===== src/rtl/bus_drive_decoder.sv =====
// Index-to-one-hot bus source driver with break-before-make gaps between different sources.
// Define BUS_SEL_CHECK_EN to add the sel_fb loopback compare and the sticky sel_err flag.
module bus_drive_decoder #(
    parameter int IDX_W      = 5,
    parameter int LEN_W      = 4,
    parameter int GAP_CYCLES = 1,
    localparam int N         = 2**IDX_W
) (
    input  logic             clk,
    input  logic             clr,
    input  logic             req_valid,
    output logic             req_ready,
    input  logic [IDX_W-1:0] req_idx,
    input  logic [LEN_W-1:0] req_len,
    output logic [N-1:0]     drive_out,
    output logic             busy,
    output logic             done
`ifdef BUS_SEL_CHECK_EN
    ,
    input  logic [IDX_W-1:0] sel_fb,
    output logic             sel_err
`endif
);

    localparam int GAP_W = (GAP_CYCLES > 1) ? $clog2(GAP_CYCLES) : 1;

    typedef enum logic [1:0] {IDLE, GAP, DRIVE} state_t;

    state_t           state, state_n;
    logic [IDX_W-1:0] idx_q, idx_n;
    logic [LEN_W-1:0] cnt, cnt_n;
    logic [GAP_W-1:0] gap_cnt, gap_n;
    logic [N-1:0]     drive_n;
    logic             accept;

    always_ff @(posedge clk) begin
        if (clr) begin
            state     <= IDLE;
            idx_q     <= '0;
            cnt       <= '0;
            gap_cnt   <= '0;
            drive_out <= '0;
        end else begin
            state     <= state_n;
            idx_q     <= idx_n;
            cnt       <= cnt_n;
            gap_cnt   <= gap_n;
            drive_out <= drive_n;
        end
    end

    always_comb begin
        state_n = state;
        idx_n   = idx_q;
        cnt_n   = cnt;
        gap_n   = gap_cnt;
        accept  = req_valid && req_ready;
        case (state)
            IDLE: begin
                if (accept) begin
                    state_n = DRIVE;
                    idx_n   = req_idx;
                    cnt_n   = req_len;
                end
            end
            DRIVE: begin
                if (cnt != '0) begin
                    cnt_n = cnt - 1'b1;
                end else if (accept) begin
                    idx_n = req_idx;
                    cnt_n = req_len;
                    // Only a change of source needs the bus released first.
                    if (req_idx == idx_q || GAP_CYCLES == 0) begin
                        state_n = DRIVE;
                    end else begin
                        state_n = GAP;
                        gap_n   = GAP_W'(GAP_CYCLES - 1);
                    end
                end else begin
                    state_n = IDLE;
                end
            end
            GAP: begin
                if (gap_cnt == '0) begin
                    state_n = DRIVE;
                end else begin
                    gap_n = gap_cnt - 1'b1;
                end
            end
            default: state_n = IDLE;
        endcase
    end

    // drive_out is registered, so its next value follows the next state.
    always_comb begin
        done      = (state == DRIVE) && (cnt == '0);
        busy      = (state != IDLE);
        req_ready = (state == IDLE) || done;
        drive_n   = (state_n == DRIVE) ? (N'(1) << idx_n) : '0;
    end

`ifdef BUS_SEL_CHECK_EN
    always_ff @(posedge clk) begin
        if (clr) begin
            sel_err <= 1'b0;
        end else if (state == DRIVE && sel_fb != idx_q) begin
            sel_err <= 1'b1;
        end
    end
`endif

endmodule


===== config.mk =====
export PLATFORM = sky130hd
export DESIGN_NAME = bus_drive_decoder
export DESIGN_NICKNAME = d
export VERILOG_FILES = /design/src/rtl/bus_drive_decoder.sv
export SDC_FILE = /design/constraint.sdc
export NUM_CORES = 1
export LEC_CHECK = 0
export CAP_MARGIN = 20
export CELL_PAD_IN_SITES_DETAIL_PLACEMENT = 0
export CELL_PAD_IN_SITES_GLOBAL_PLACEMENT = 1
export CORE_UTILIZATION = 36
export DETAILED_ROUTE_END_ITERATION = 8
export PLACE_DENSITY = 0.89
export SLEW_MARGIN = 20
export SYNTH_ARGS = -nofsm -noshare
export SYNTH_HDL_FRONTEND = slang
export SYNTH_SLANG_ARGS = --single-unit

===== constraint.sdc =====
create_clock -name clk -period 2.5 [get_ports clk]
set_input_delay 0.5 -clock clk [delete_from_list [all_inputs] [get_ports clk]]
set_output_delay 0.5 -clock clk [all_outputs]
set_load 0.01 [all_outputs]

# == Yosys cells after proc, flatten, opt, wreduce, memory -nomap -nowiden ==
# Index checks and enable logic that the tools add are counted.
# totals
regBits,44
elab_cells,44
mem_bits_ro,0
in_bits,12
output_inout_bits,35
latch_bits,0
n_memories,0
ram_bits,0
# classes
n_addsub,2
mux,17
multipliers,0
eq_ne,7
div,0
n_shift,1
n_bitwise,1
reduce_logical,11
order_cmp,0
# ops
operator,n
left shift 1 x 5 -> 32 bit (first input constant),1
two-way mux 2 bit,5
two-way mux 5 bit,2
case mux 5 bit (2 select lines),1
two-way mux 4 bit,2
case mux 4 bit (2 select lines),1
!= test 2 bit (second input constant),3
case mux 2 bit (3 select lines),1
nonzero test 2 bit,3
equality test 5 bit,1
equality test 2 bit (second input constant),2
zero test 4 bit,1
two-way mux 1 bit,4
AND reduction 4 bit,1
nonzero test 4 bit,1
subtractor 4 x 1 -> 4 bit (second input constant),1
equality test 2 x 1 -> 1 bit (second input constant),1
logical AND 1 bit,2
zero test 2 bit,1
case mux 1 bit (2 select lines),1
OR reduction 2 bit,1
logical OR 1 bit,1
NOT 1 bit,1
subtractor 1 bit (second input constant),1

# == Logic depth before layout (Yosys ltp) ==
# depth
word_depth,10
mapped_depth,9
mapped_depth_nobuf,6

# == Worst setup path before layout ==
# Ideal clock, no wire load.
# synth_timing
kind,reg2reg
from,register cnt[0]
to,register drive_out[10]
setup_slack_ns,0.553
arrival_ns,1.809
setup_ns,0.138
path_stages_with_launch,9
period_less_slack_ns,1.947
required_ns,2.362
path_buffers,2
cell_sequence,dfxtp_1 inv_1 ha_1 or3b_1 buf_6 a21oi_2 buf_6 mux2i_1 nor3_1
# synth_between
elab_chain_len,10
elab_cells_between_ends,16
classes_between,eq/ne: 1; shift: 1; mux: 7; bitwise: 1; reduce/logical: 6
# synth_rtl
item,line,source
"start, declared",31,"logic [LEN_W-1:0] cnt, cnt_n;"
"start signal, assigned",46,cnt <= cnt_n;
zero test 4 bit,96,done = (state == DRIVE) && (cnt == '0);
logical AND 1 bit,96,
logical OR 1 bit,98,req_ready = (state == IDLE) || done;
logical AND 1 bit,57,accept = req_valid && req_ready;
two-way mux 2 bit,69,end else if (accept) begin
two-way mux 2 bit,67,if (cnt != '0) begin
case mux 2 bit (3 select lines),58,case (state)
equality test 2 bit,99,drive_n = (state_n == DRIVE) ? (N'(1) << idx_n) : '0;
NOT 1 bit (no line),-,
OR reduction 2 bit (no line),-,
"end signal, assigned",48,drive_out <= drive_n;
"end, declared",15,"output logic [N-1:0] drive_out,"
# Several ways; a longest one is shown, not always the timed one.
# A chain may end at the register's enable or synchronous reset.

# == Worst setup path in the final report ==
# layout_timing
from,register cnt[0]
to,output port req_ready
# layout_between
elab_chain_len,3
# layout_rtl
item,line,source
zero test 4 bit,96,
logical AND 1 bit,96,
logical OR 1 bit,98,
"end, declared",12,"output logic req_ready,"
# Every way passes these cells.

==> impl_metrics.toml <==
[grt]
grt-ovfl-total = 0
grt_pass1_wl_mm = 6.74
grt_pass1_vias = 1398
antenna_found_initial = 0
grt_max_degree = 34
grt_use_total_pct = 16.5

[clock_network]
htree_levels = 2
worst_skew_pair.late_latency_ps = 300
postCtsSetupBuffers = 0
tritoncts = "yes"
path_clk_slew_ps = 80
clkSinkCount = 43
cts_root_buffer = "clkbuf_8"
clk_path_buf_depth = 2
cts_made_buffers = 5

[synthesis]
syn_nets = 206
syn-cell-area_um2 = 1830
syn_avg_cell_area_um2 = 9.55
synth-seq-area-share_pct = 47.0
ys_top_cells_by_count = "dfxtp_1 (43), nor3_1 (35), nor2_1 (18)"
yosysMostFrequentCell = "dfxtp_1"
ys_warn_count = 0
postSynthCellCount = 192
yosysUniqueCellTypes = 40
ys_ff_latch = 43
synth_area_leaders = "dfxtp_1 (47%), nor3_1 (9.6%), mux2i_1 (8.7%)"
synth_edf_count = 0
yosysTopAreaCellShare_pct = 47.0
async_flop_share_pct = 0
ys.flop_type = "dfxtp_1"
synth_top_area_cell = "dfxtp_1"

[layout]
nNetsFinal = 254
final_cells = 308
drive_above_1_share_pct = 11.2
antennaDiodeCount = 0
area_growth_pct = 32.8

[timing]
fin_hold_ws_ps = 523
clock_skew_ps = 1.69
fin_crit_sh_pct = 91.3
drv_slew = 0
rsz0062_at_grt = "no"
worst_slew_pin_slew_ps = 496
max_freq_mhz = 438
relSlewSlack_pct = 66.0
layout_min_cycle_time_ps = 2280
hold_violations = 0
setup_violations = 0
setup-tns-final_ps = 0

[power_and_ir_drop]
total_power_mw = 1.48
p_sw_uw = 435
power-per-cell-area_nw_per_um2 = 608
swShare_pct = 29.4
combPwrFrac_pct = 19.3
pwr-share-clk_pct = 30.7
p_int_mw = 1.04
p_leak_nw = 0.932
seqPwrFrac_pct = 50.0
ir_worst_vdd_v = 0.000253

[floorplanning]
core_area_um2 = 4820
die_w_um = 73.4
die_y_um = 73.4
initial_core_util_pct = 38.1
io_pins = 47
fp-row-count = 25
die_area_um2 = 5380

[routing]
wl_mm = 4.10
detail_route.first_pass.iterations = 4
vias = 1491
routed_via_density = 4.84
drt_iter0_markers = 62
routedWlPerCell_um = 13.3
drc_errors = 0
ant_nets = 0

[critical_path]
worstPathArrival_ps = 1780
endpoint_kind = "output pin"
path_class = "reg2out"
worst-path-max-fanout = 4
cp_data_required_time_ps = 2000
start_kind = "flop"

[place]
portBuffers = 46
gp_congestion = 0.777
place_hpwl_mm = 3.01
dp.cells = 300

[run_status]
status = "finished, final reports clean"

[hold_path]
min_path_type = "reg2reg"

[flow_run]
maxCapViolations = 0
logic make-up after synthesis:
group	count (synthesis)	synth area share [%]
mux	19	10.6
xor+xnor	5	2.39
compound gates	15	6.01
simple gates	87	24.6
fa+ha+maj	2	1.36
buf+inv	21	8.05
flops	43	47.0
power groups by stage:
stage / Combinational (mW) / Sequential, mW / Clock [mW]
final: 0.285 / 0.740 / 0.454
after detailed placement: 0.287 / 0.756 / 0
after global routing: 0.315 / 0.745 / 0.498
after floorplan: 0.216 / 0.742 / 0
after CTS: 0.286 / 0.739 / 0.465
after global placement: 0.285 / 0.755 / 0
registers in the layout, indices dropped and copies added, names as in the netlist:
signal,count
state,2
idx_q,5
drive_out,32
cnt,4
cell type report:
type / instances / area, um^2
Fill cell: 476 / 2380
Sequential cell: 43 / 861
Multi-Input combinational cell: 128 / 832
Timing Repair Buffer: 55 / 538
Tap cell: 67 / 83.8
Clock buffer: 5 / 68.8
Inverter: 7 / 26.3
Clock inverter: 3 / 23.8
placed cells by master (no fill, tap or decap), drive strengths merged, types with 2 or more instances in the layout:
| cell type | instances |
|---|---|
| clkbuf | 5 |
| nor3 | 36 |
| mux2i | 16 |
| o21ai | 2 |
| nand3b | 2 |
| ha | 2 |
| dlygate4sd2 | 2 |
| clkinvlp | 2 |
| nor3b | 5 |
| nand3 | 2 |
| a21oi | 4 |
| nand2 | 8 |
| inv | 8 |
| nor2b | 5 |
| dfxtp | 43 |
| or3 | 2 |
| nand2b | 3 |
| nor2 | 18 |
| clkdlybuf4s50 | 44 |
| xor2 | 5 |
| mux2 | 3 |
| buf | 9 |
stage by stage:
step	setup WS, ps	util (%)	area, um^2
floorplan	553	-	1830
global placement	234	48.6	2340
detailed placement	200	48.6	2340
CTS	201	50.5	2430
global route	77.3	50.5	2430
finish	217	50.5	2430
layer usage:
layer | vias up | track usage, % | routed length (um)
met5 | - | 0 | 0
met4 | 0 | 5.13 | 50
met3 | 4 | 3.84 | 170
met2 | 33 | 26.5 | 1920
met1 | 696 | 21.8 | 1960
li1 | 758 | - | -
final timing paths:
kind,startpoint,to,slack (ps),cells after the start
setup / recovery,cnt[0]$_SDFFE_PP0N_,req_ready,220,6
setup reg to reg,cnt[0]$_SDFFE_PP0N_,drive_out[12]$_SDFF_PP0_,310,8
hold reg to reg,cnt[3]$_SDFFE_PP0N_,cnt[3]$_SDFFE_PP0N_,520,2
hold / removal,cnt[3]$_SDFFE_PP0N_,cnt[3]$_SDFFE_PP0N_,520,2
worst max-delay path, cell delays in order, from the launching register on:
cell	delay [ps]
dfxtp_1	340
inv_1	80
ha_1	160
or3b_1	360
and2_2	200
nor2_1	70
dlygate4sd2_1	270
timing repair:
action | 4_1_cts | 5_1_grt
gates resized for setup | 2 | 0
hold buffers | 0 | 0
endpoints found under the hold margin | 0 | 0
endpoints found under the setup margin | 2 | 0
Power figures use the tool's default switching activity.
